`config.mk`:
```
export PLATFORM = sky130hd
export DESIGN_NAME = maxpool2_relu
export DESIGN_NICKNAME = d
export VERILOG_FILES = /design/src/rtl/cnn_pkg.sv /design/src/rtl/maxpool2_relu_pool_ch.sv /design/src/rtl/maxpool2_relu.sv
export SDC_FILE = /design/constraint.sdc
export NUM_CORES = 1
export LEC_CHECK = 0
export BUFFER_PORTS_ARGS = -buffer_cell sky130_fd_sc_hd__buf_4
export CAP_MARGIN = 20
export CORE_UTILIZATION = 50
export CTS_BUF_LIST = sky130_fd_sc_hd__clkbuf_4 sky130_fd_sc_hd__clkbuf_8 sky130_fd_sc_hd__clkbuf_16
export CTS_CLUSTER_DIAMETER = 30
export DETAILED_ROUTE_END_ITERATION = 12
export PLACE_DENSITY = 0.78
export SLEW_MARGIN = 10
export SYNTH_ARGS = -nofsm -noshare
export SYNTH_HDL_FRONTEND = slang
export SYNTH_HIERARCHICAL = 1
export SYNTH_SLANG_ARGS = --single-unit
```
`constraint.sdc`:
```
create_clock -name clk -period 5.25 [get_ports clk]
set_input_delay 0.2625 -clock clk [delete_from_list [all_inputs] [get_ports clk]]
set_output_delay 0.2625 -clock clk [all_outputs]
set_load 0.01 [all_outputs]
```
`src/rtl/cnn_pkg.sv`:
```
`default_nettype none
// ============================================================================
//  Package : cnn_pkg
//  Shared sample width, layer-2 geometry and channel count for the CNN
//  post-processing blocks (max-pool / ReLU and friends).
//  Revision: 1.0  initial release
// ============================================================================
package cnn_pkg;

  localparam int DATA_W = 15;  // signed sample width
  localparam int IMG_W  = 8;   // layer-2 input columns per row
  localparam int IMG_H  = 8;   // layer-2 input rows per frame
  localparam int NUM_CH = 3;   // channels carried per input beat

  typedef logic signed [DATA_W-1:0] sample_t;

endpackage : cnn_pkg
`default_nettype wire

```
`src/rtl/maxpool2_relu_pool_ch.sv`:
```
`default_nettype none
// ============================================================================
//  Module  : pool_ch
//  One channel of the 2x2 stride-2 signed max-pool with ReLU. Holds the
//  horizontal-max register, a half-width line buffer and the output register.
//  Column/row position is supplied by the parent, which owns the counters.
//  Revision: 1.0  initial release
//
//  Ports:
//    clk       in   1          clock, rising edge
//    rst       in   1          synchronous reset, active-high
//    in_valid  in   1          a pixel is present this cycle
//    col_odd   in   1          current pixel sits in an odd column
//    row_odd   in   1          current pixel sits in an odd row
//    half_col  in   HALF_W     column index >> 1 (line-buffer address)
//    x         in   DATA_W     signed sample
//    pool_out  out  DATA_W     pooled + ReLU result (held between updates)
// ============================================================================
module pool_ch #(
  parameter int DATA_W   = 15,
  parameter int LB_DEPTH = 4,
  parameter int HALF_W   = 2
) (
  input  logic                     clk,
  input  logic                     rst,
  input  logic                     in_valid,
  input  logic                     col_odd,
  input  logic                     row_odd,
  input  logic [HALF_W-1:0]        half_col,
  input  logic signed [DATA_W-1:0] x,
  output logic signed [DATA_W-1:0] pool_out
);

  logic signed [DATA_W-1:0] hreg_q, hreg_d;
  logic signed [DATA_W-1:0] linebuf_q [LB_DEPTH];
  logic signed [DATA_W-1:0] linebuf_d [LB_DEPTH];
  logic signed [DATA_W-1:0] pool_q, pool_d;
  logic signed [DATA_W-1:0] h_max;    // max of the horizontal pair
  logic signed [DATA_W-1:0] win_max;  // max of the full 2x2 window

  always_comb begin
    hreg_d    = hreg_q;
    linebuf_d = linebuf_q;
    pool_d    = pool_q;
    h_max     = (hreg_q > x) ? hreg_q : x;
    win_max   = (linebuf_q[half_col] > h_max) ? linebuf_q[half_col] : h_max;
    if (in_valid) begin
      if (!col_odd) begin
        hreg_d = x;
      end else if (!row_odd) begin
        // Upper half of the window parks here until the odd row reads it.
        linebuf_d[half_col] = h_max;
      end else begin
        // ReLU after the max: a negative window max clamps to zero.
        pool_d = win_max[DATA_W-1] ? '0 : win_max;
      end
    end
  end

  always_ff @(posedge clk) begin
    if (rst) begin
      hreg_q <= '0;
      pool_q <= '0;
      for (int i = 0; i < LB_DEPTH; i++) begin
        linebuf_q[i] <= '0;
      end
    end else begin
      hreg_q    <= hreg_d;
      linebuf_q <= linebuf_d;
      pool_q    <= pool_d;
    end
  end

  assign pool_out = pool_q;

endmodule : pool_ch
`default_nettype wire

```
`src/rtl/maxpool2_relu.sv`:
```
`default_nettype none
// ============================================================================
//  Module  : maxpool2_relu
//  2x2 stride-2 signed max-pool followed by ReLU over three channels of a
//  raster-order pixel stream. No backpressure; input may be gapped freely.
//  Revision: 1.0  initial release
//
//  Ports:
//    clk             in   1       clock, rising edge
//    rst             in   1       synchronous reset, active-high
//    in_valid        in   1       one pixel of all channels this cycle
//    in_ch1..3       in   DATA_W  signed channel samples
//    pool_out_1..3   out  DATA_W  pooled + ReLU results, always >= 0
//    valid_out_pool  out  1       one-cycle pulse: pool_out_* updated
//    frame_done      out  1       pulse with the last pooled output of a frame
// ============================================================================
module maxpool2_relu #(
  parameter int DATA_W = cnn_pkg::DATA_W,
  parameter int IMG_W  = cnn_pkg::IMG_W,
  parameter int IMG_H  = cnn_pkg::IMG_H
) (
  input  logic                     clk,
  input  logic                     rst,
  input  logic                     in_valid,
  input  logic signed [DATA_W-1:0] in_ch1,
  input  logic signed [DATA_W-1:0] in_ch2,
  input  logic signed [DATA_W-1:0] in_ch3,
  output logic signed [DATA_W-1:0] pool_out_1,
  output logic signed [DATA_W-1:0] pool_out_2,
  output logic signed [DATA_W-1:0] pool_out_3,
  output logic                     valid_out_pool,
  output logic                     frame_done
);

  import cnn_pkg::*;

  localparam int COL_W    = (IMG_W > 2) ? $clog2(IMG_W) : 1;
  localparam int ROW_W    = (IMG_H > 2) ? $clog2(IMG_H) : 1;
  localparam int LB_DEPTH = IMG_W / 2;
  localparam int HALF_W   = (LB_DEPTH > 2) ? $clog2(LB_DEPTH) : 1;

  logic [COL_W-1:0] col_q, col_d;
  logic [ROW_W-1:0] row_q, row_d;
  logic             valid_q, valid_d;
  logic             done_q, done_d;
  logic             col_last, row_last;
  logic [HALF_W-1:0] half_col;

  assign col_last = (col_q == COL_W'(IMG_W - 1));
  assign row_last = (row_q == ROW_W'(IMG_H - 1));
  assign half_col = HALF_W'(col_q >> 1);

  always_comb begin
    col_d   = col_q;
    row_d   = row_q;
    valid_d = 1'b0;
    done_d  = 1'b0;
    if (in_valid) begin
      // The odd/odd pixel closes a window; its result lands next cycle.
      valid_d = col_q[0] & row_q[0];
      done_d  = col_last & row_last;
      if (col_last) begin
        col_d = '0;
        row_d = row_last ? '0 : row_q + 1'b1;
      end else begin
        col_d = col_q + 1'b1;
      end
    end
  end

  always_ff @(posedge clk) begin
    if (rst) begin
      col_q   <= '0;
      row_q   <= '0;
      valid_q <= 1'b0;
      done_q  <= 1'b0;
    end else begin
      col_q   <= col_d;
      row_q   <= row_d;
      valid_q <= valid_d;
      done_q  <= done_d;
    end
  end

  logic signed [DATA_W-1:0] ch_in  [NUM_CH];
  logic signed [DATA_W-1:0] ch_out [NUM_CH];

  assign ch_in[0] = in_ch1;
  assign ch_in[1] = in_ch2;
  assign ch_in[2] = in_ch3;

  for (genvar g = 0; g < NUM_CH; g++) begin : g_ch
    pool_ch #(
      .DATA_W  (DATA_W),
      .LB_DEPTH(LB_DEPTH),
      .HALF_W  (HALF_W)
    ) u_pool_ch (
      .clk     (clk),
      .rst     (rst),
      .in_valid(in_valid),
      .col_odd (col_q[0]),
      .row_odd (row_q[0]),
      .half_col(half_col),
      .x       (ch_in[g]),
      .pool_out(ch_out[g])
    );
  end

  assign pool_out_1     = ch_out[0];
  assign pool_out_2     = ch_out[1];
  assign pool_out_3     = ch_out[2];
  assign valid_out_pool = valid_q;
  assign frame_done     = done_q;

endmodule : maxpool2_relu
`default_nettype wire
```
Word level (Yosys, flattened, before mapping)
Cells that the tools add are included.

Flip-flop bits (word level): 278. Latch bits: 0. Memory bits (writable): 0. Memory bits (read-only): 0. Input bits: 48. Output and inout bits: 47. Logic and storage cells: 71. Memories kept: 0.

Add/subtract/negate cells: 2. Multiply operators: 0. Div/mod/pow operators: 0. Magnitude comparators: 8. Equality and inequality tests: 2. Shift operators: 0. Mux-type cells: 25. Bitwise gates (word level): 6. Reduce and logical (&&, ||, !) cells: 6.

Operators by type and width (count): 15-bit two-way mux (13); 60-bit bitwise mux (3); 15-bit binary-select mux with 2-bit select (3); 15-bit > comparator (6); 14-bit two-way mux (3); 15-bit demux with 2-bit select (1); 3-bit by 1-bit adder with 3-bit output (second input constant) (2); 3-bit equality test (second input constant) (2); 3-bit two-way mux (2); 3-bit AND reduction (2); 2-bit AND reduction (2); 3-bit >= comparator (second input constant) (1); 3-bit by 1-bit < comparator with 1-bit output (second input constant) (1); 1-bit NOT (3); 2-bit NOT with 3-bit output (1); 1-bit bitwise AND (2); 2-bit OR reduction (1); 1-bit logical AND (1).

Logic depth before layout (Yosys ltp)
Depth in word-level cells: 7. Depth in mapped cells: 21. Mapped depth without buffers: 18.

By module
The synthesis kept the hierarchy.

Modules (own cells, without submodules): pool_ch (g_ch[0].u_pool_ch ...) (times used 2, cells each 519, area each 4663.2 um2, sequential area each 1781.7 um2); pool_ch (g_ch[2].u_pool_ch) (times used 1, cells each 528, area each 4768.3 um2, sequential area each 1781.7 um2); maxpool2_relu (times used 1, cells each 32, area each 361.6 um2, sequential area each 160.2 um2).

Least setup slack after synthesis
Ideal clock, no wire load.

Path type: register to register. Start: register g_ch[2].u_pool_ch.hreg_q[12]. End: register g_ch[2].u_pool_ch.pool_q[10]. Library setup time: 122 ps. Arrival time: 4599 ps. Data required time: 5128 ps. Slack: 530 ps. Cell stages (with the launch flop): 19. Path buffers: 2. Period minus slack after synthesis: 4720 ps. Cells stage by stage: dfxtp_1 > ha_1 > a21o_1 > a21o_1 > a211oi_2 > a21oi_1 > nor2_4 > mux2i_1 > ha_1 > and4_1 > and3_1 > nor4b_1 > o22a_1 > a41oi_1 > o211ai_1 > and4b_1 > buf_2 > buf_6 > a221o_1.

Longest elaborated chain between the ends: 5.

RTL lines: start, declared (RTL line maxpool2_relu_pool_ch.sv:34) `logic signed [DATA_W-1:0] hreg_q, hreg_d;`; start signal, assigned (RTL line maxpool2_relu_pool_ch.sv:68) `hreg_q <= hreg_d;`; 15-bit > comparator (RTL line maxpool2_relu_pool_ch.sv:45) `h_max = (hreg_q > x) ? hreg_q : x;`; 15-bit two-way mux * (RTL line maxpool2_relu_pool_ch.sv:45); 15-bit > comparator (RTL line maxpool2_relu_pool_ch.sv:46) `win_max = (linebuf_q[half_col] > h_max) ? linebuf_q[half_col] : h_max;`; 15-bit two-way mux * (RTL line maxpool2_relu_pool_ch.sv:46); 14-bit two-way mux * (RTL line maxpool2_relu_pool_ch.sv:55) `pool_d = win_max[DATA_W-1] ? '0 : win_max;`; end signal, assigned (RTL line maxpool2_relu_pool_ch.sv:70) `pool_q <= pool_d;`; end, declared (RTL line maxpool2_relu_pool_ch.sv:37) `logic signed [DATA_W-1:0] pool_q, pool_d;`.

Every way passes the cells marked *; elsewhere a longest branch is shown, timed or not. A chain may end at the register's enable or synchronous reset.

Worst setup path in the final report
Start: input port in_ch3[6]. End: register g_ch[2].u_pool_ch.pool_q[10].

Longest elaborated chain between the ends: 5.

RTL lines: start, declared (RTL line maxpool2_relu.sv:27) `input logic signed [DATA_W-1:0] in_ch3,`; 15-bit > comparator (RTL line maxpool2_relu_pool_ch.sv:45); 15-bit two-way mux * (RTL line maxpool2_relu_pool_ch.sv:45); 15-bit > comparator (RTL line maxpool2_relu_pool_ch.sv:46); 15-bit two-way mux * (RTL line maxpool2_relu_pool_ch.sv:46); 14-bit two-way mux * (RTL line maxpool2_relu_pool_ch.sv:55).

Marked as above.

==> metrics.md <==
| Metric | Value |
|---|---|
| Crit path buf inv count | 3 |
| Max VDD drop | around 370 uV |
| Hold Fails Final Rpt | 0 |
| DR iter-0 viols | 1021 |
| CTS tree | built |
| Postcts setup bufs | 0 |
| Critical path fanouts, max | 14 |
| Final WL | about 40 mm |
| Gr usage total | 26.5% |
| Share of the synthesized area in the top cell type | a little under two fifths |
| #FFs+latches synth | about 280 |
| Hold Crit Depth | 3 |
| Number of global-route vias before repair | about 13000 |
| Clock Pin Slew Worst Setup and Hold Paths | ~0.060 ns |
| IO Count | 95 |
| Required time of the critical path | 5.70 ns |
| Critical path cell sequence | dlygate4sd3_1 > buf_4 > inv_1 > ha_1 > a21oi_1 > o21ai_0 > o21ai_1 > a21oi_1 > nor2_4 > mux2i_1 > ha_1 > and4_1 > and3_1 > nor4b_1 > o22a_1 > a41oi_1 > o211ai_1 > and4b_2 > a221o_1 |
| Top post-synthesis cells by area | dfxtp_1, a211oi_1, ha_1 |
| Async SR Flop Fraction | 0% |
| Die W | 172 um |
| DR WL/cell | 17.9 um |
| R2R Setup Slk | between 0.3 and 0.4 ns |
| Die Span Y | 172 um |
| Worst Reg-to-Reg Cells | 16 |
| Sequential fraction of the synthesis area | 38.1% |
| Worst-Margin Slew | 1.04 ns |
| Synthesized instance count | 1598 |
| Core area | about 0.028 mm^2 |
| FP Rows | just over 60 |
| Overall Power | 0.00704 W |
| Clk_skew | 0.0393 ns |
| Synth unique cells | 74 |
| IO buf count | 91 |
| Clk sinks | 275 |
| Max Slew Vio Count | 0 |
| Static Leak | 7.09 nW |
| Hold path start | in_valid |
| Setup Viol. Count Final | 0 |
| Largest net degree at the start of global routing | around 120 |
| CP Capture Type | flip-flop |
| Worst slew margin | 30.4% |
| Pwr Density | 384 mW/mm^2 |
| Critical path arrival | ~5.4 ns |
| Placer Congestion | approximately 0.9 |
| Yosys top cell by area | dfxtp_1 |
| DRC violations left | 0 |
| Min Tclk post-route | 4.94 ns |
| Final antenna-violating net count | 0 |
| GR Overflow Total | 0 |
| Max Fclk | 0.202 GHz |
| Clk_lat worst skew | between 0.6 and 0.7 ns |
| Final cycle utilization of the critical path | 94.2% |
| Filler Cell Count | 2210 |
| Num CTS Buffers | 59 |
| CP max stage cell | dlygate4sd3_1 |
| Worst R2R End | g_ch[2].u_pool_ch/pool_out[10] |
| Status | completed |
| Slowest Stage Delay on Critical Path | 0.54 ns |
| Worst slack at placement | 0.305 ns |
| Synthesis-to-finish area growth | 26.8% |
| Startpoint Class | input port |
| H-tree depth | 2 |
| Initial Utilization | about half |
| Vias | roughly 13000 |
| First-pass GRT wire length | 63.1 mm |
| Max-cap violation count | 0 |
| NumNets Final | 1876 |
| RSZ-0062 raised after global routing | false |
| CP Class | in -> reg |
| Die area | 0.0296 mm^2 |
| Root buf cell | clkbuf_16 |
| Hold crit path type | in -> reg |
| Syn avg cell area | 9.05 um^2 |
| Vias per cell | 5.90 |
| Synth Flop Type | dfxtp_1 |
| Setup TNS Final | 0 ns |
| Worst Setup Slack, final | 0.306 ns |
| Post-Syn Area | 0.0145 mm^2 |
| Post-synth EDFFs | 0 |
| Syn nets | roughly 1700 |
| YS warnings | 6 |
| Hold endpoint | row_q[2] |
| Layout cells sized above 1 | about a fifth |
| Post-DP HPWL | 25.3 mm |
| First-pass DRT Iterations | 5 |
| RR Startpoint | g_ch[2].u_pool_ch/hreg_q[4] |
| Antenna Diode Count | 0 |
| Crit path max-delay family | compound AO/OA/AOI/OAI gates |
| Antenna violations before repair | 0 |
| Longest Clk Path Bufs | 3 |
power by group:
part           total, W  switching [W]  internal, W
registers       0.00219      0.0000512      0.00214
logic          0.000870       0.000518     0.000352
clock network   0.00398        0.00136      0.00262
total           0.00704        0.00193      0.00511
tightest hold or removal path, cell delays in order:
cell and delay, ns:
buf_4 0.21, nand3_1 0.11, a21oi_1 0.06
cell usage after synthesis, types with 12 or more instances:
library cell and number:
xnor2_1 14, and2_1 14, o21ai_0 18, a21o_1 17, nand3_1 20, mux2i_1 55
clkbuf_1 81, dfxtp_1 275, nand4_1 12, a221o_1 14, o221ai_2 20, a211oi_1 192
mux4_2 38, ha_1 75, a21oi_1 95, nor2_1 219, nand2_1 160, inv_1 88
logic make-up (layout without fill, tap and decap cells):
| kind of cell | count (synthesis) | after routing | synth area share [%] |
|---|---|---|---|
| other cells | 3 | 3 | 0.0779 |
| fa+ha+maj | 81 | 81 | 6.91 |
| xor+xnor | 18 | 18 | 1.09 |
| flops | 275 | 275 | 38.1 |
| simple gates | 490 | 490 | 14.9 |
| buf+inv | 188 | 394 | 5.26 |
| mux | 102 | 102 | 10.6 |
| compound gates | 441 | 441 | 23.0 |
registers in the layout, summed over array words and instances (netlist names):
signal / flops
g_ch.u_pool_ch/hreg_q: 45
g_ch.u_pool_ch/linebuf_q: 180
g_ch.u_pool_ch/pool_out: 42
row_q: 3
col_q: 3
valid_out_pool: 1
frame_done: 1
routing by layer:
layer	wire length, um	track usage, %	vias up
li1	-	-	6199
met3	2330	4.39	84
met5	0	0	-
met2	18700	44.4	478
met4	903	9.54	0
met1	17100	34.3	6116
cell type report:
cell class	count	area, um^2	area share, %
clock buffer	65	1580	8.60
clock inverter	47	603	3.29
inverter	88	330	1.80
multi-input combinational	1135	8240	45.0
sequential	275	5510	30.1
tap	378	473	2.58
timing repair buffer	194	1590	8.69
per-stage QoR:
stage / area (um^2) / hold WS, ns / utilization [%] / std cells
2_1_floorplan: 14500 / 0.325 / - / 1598
3_3_place_gp: 15600 / 0.445 / 55.6 / 2019
3_5_place_dp: 15600 / 0.448 / 55.7 / 2021
4_1_cts: 18300 / 0.0809 / 65.1 / 2178
5_1_grt: 18300 / 0.143 / 65.2 / 2182
6_report: 18300 / 0.112 / 65.2 / 2182
repair_timing:
action                                  4_1_cts  5_1_grt
hold buffers                                 45        0
resized for setup                             0        2
endpoints found under the setup margin        0       14
endpoints found under the hold margin        45        0
placed cells by master (no fill, tap or decap), types with 8 or more instances in the layout:
cell | synthesis | routed
and3_1 | 9 | 9
nand4_1 | 12 | 12
inv_1 | 88 | 88
ha_1 | 75 | 75
dfxtp_1 | 275 | 273
o221ai_2 | 20 | 20
a21o_1 | 17 | 17
and2_1 | 14 | 14
a221o_1 | 14 | 14
o21ai_0 | 18 | 18
inv_6 | 0 | 12
nand2_1 | 160 | 160
nor2_1 | 219 | 214
clkinv_4 | 0 | 13
bufinv_16 | 0 | 8
nor3_1 | 11 | 11
buf_4 | 4 | 144
o221ai_1 | 11 | 11
a21oi_1 | 95 | 94
clkbuf_16 | 0 | 61
mux4_2 | 38 | 38
xnor2_1 | 14 | 14
dlygate4sd3_1 | 0 | 45
o211ai_1 | 9 | 9
mux2i_1 | 55 | 53
nand3_1 | 20 | 20
a211oi_1 | 192 | 192
o21ai_1 | 9 | 9
worst max-delay path by stage:
stage | start | to | slack [ns] | cells after the start
after floorplan | g_ch[2].u_pool_ch/hreg_q[12] | g_ch[2].u_pool_ch/pool_out[10] | 0.53 | 18
after global placement | in_ch3[4] | g_ch[2].u_pool_ch/pool_out[12] | 0.48 | 18
after detailed placement | in_ch3[6] | g_ch[2].u_pool_ch/pool_out[3] | 0.31 | 18
after CTS | in_ch3[4] | g_ch[2].u_pool_ch/pool_out[10] | 0.33 | 19
after global routing | in_ch3[6] | g_ch[2].u_pool_ch/pool_out[10] | 0.005 | 19
final | in_ch3[6] | g_ch[2].u_pool_ch/pool_out[10] | 0.31 | 19
Power figures use the tool's default switching activity.
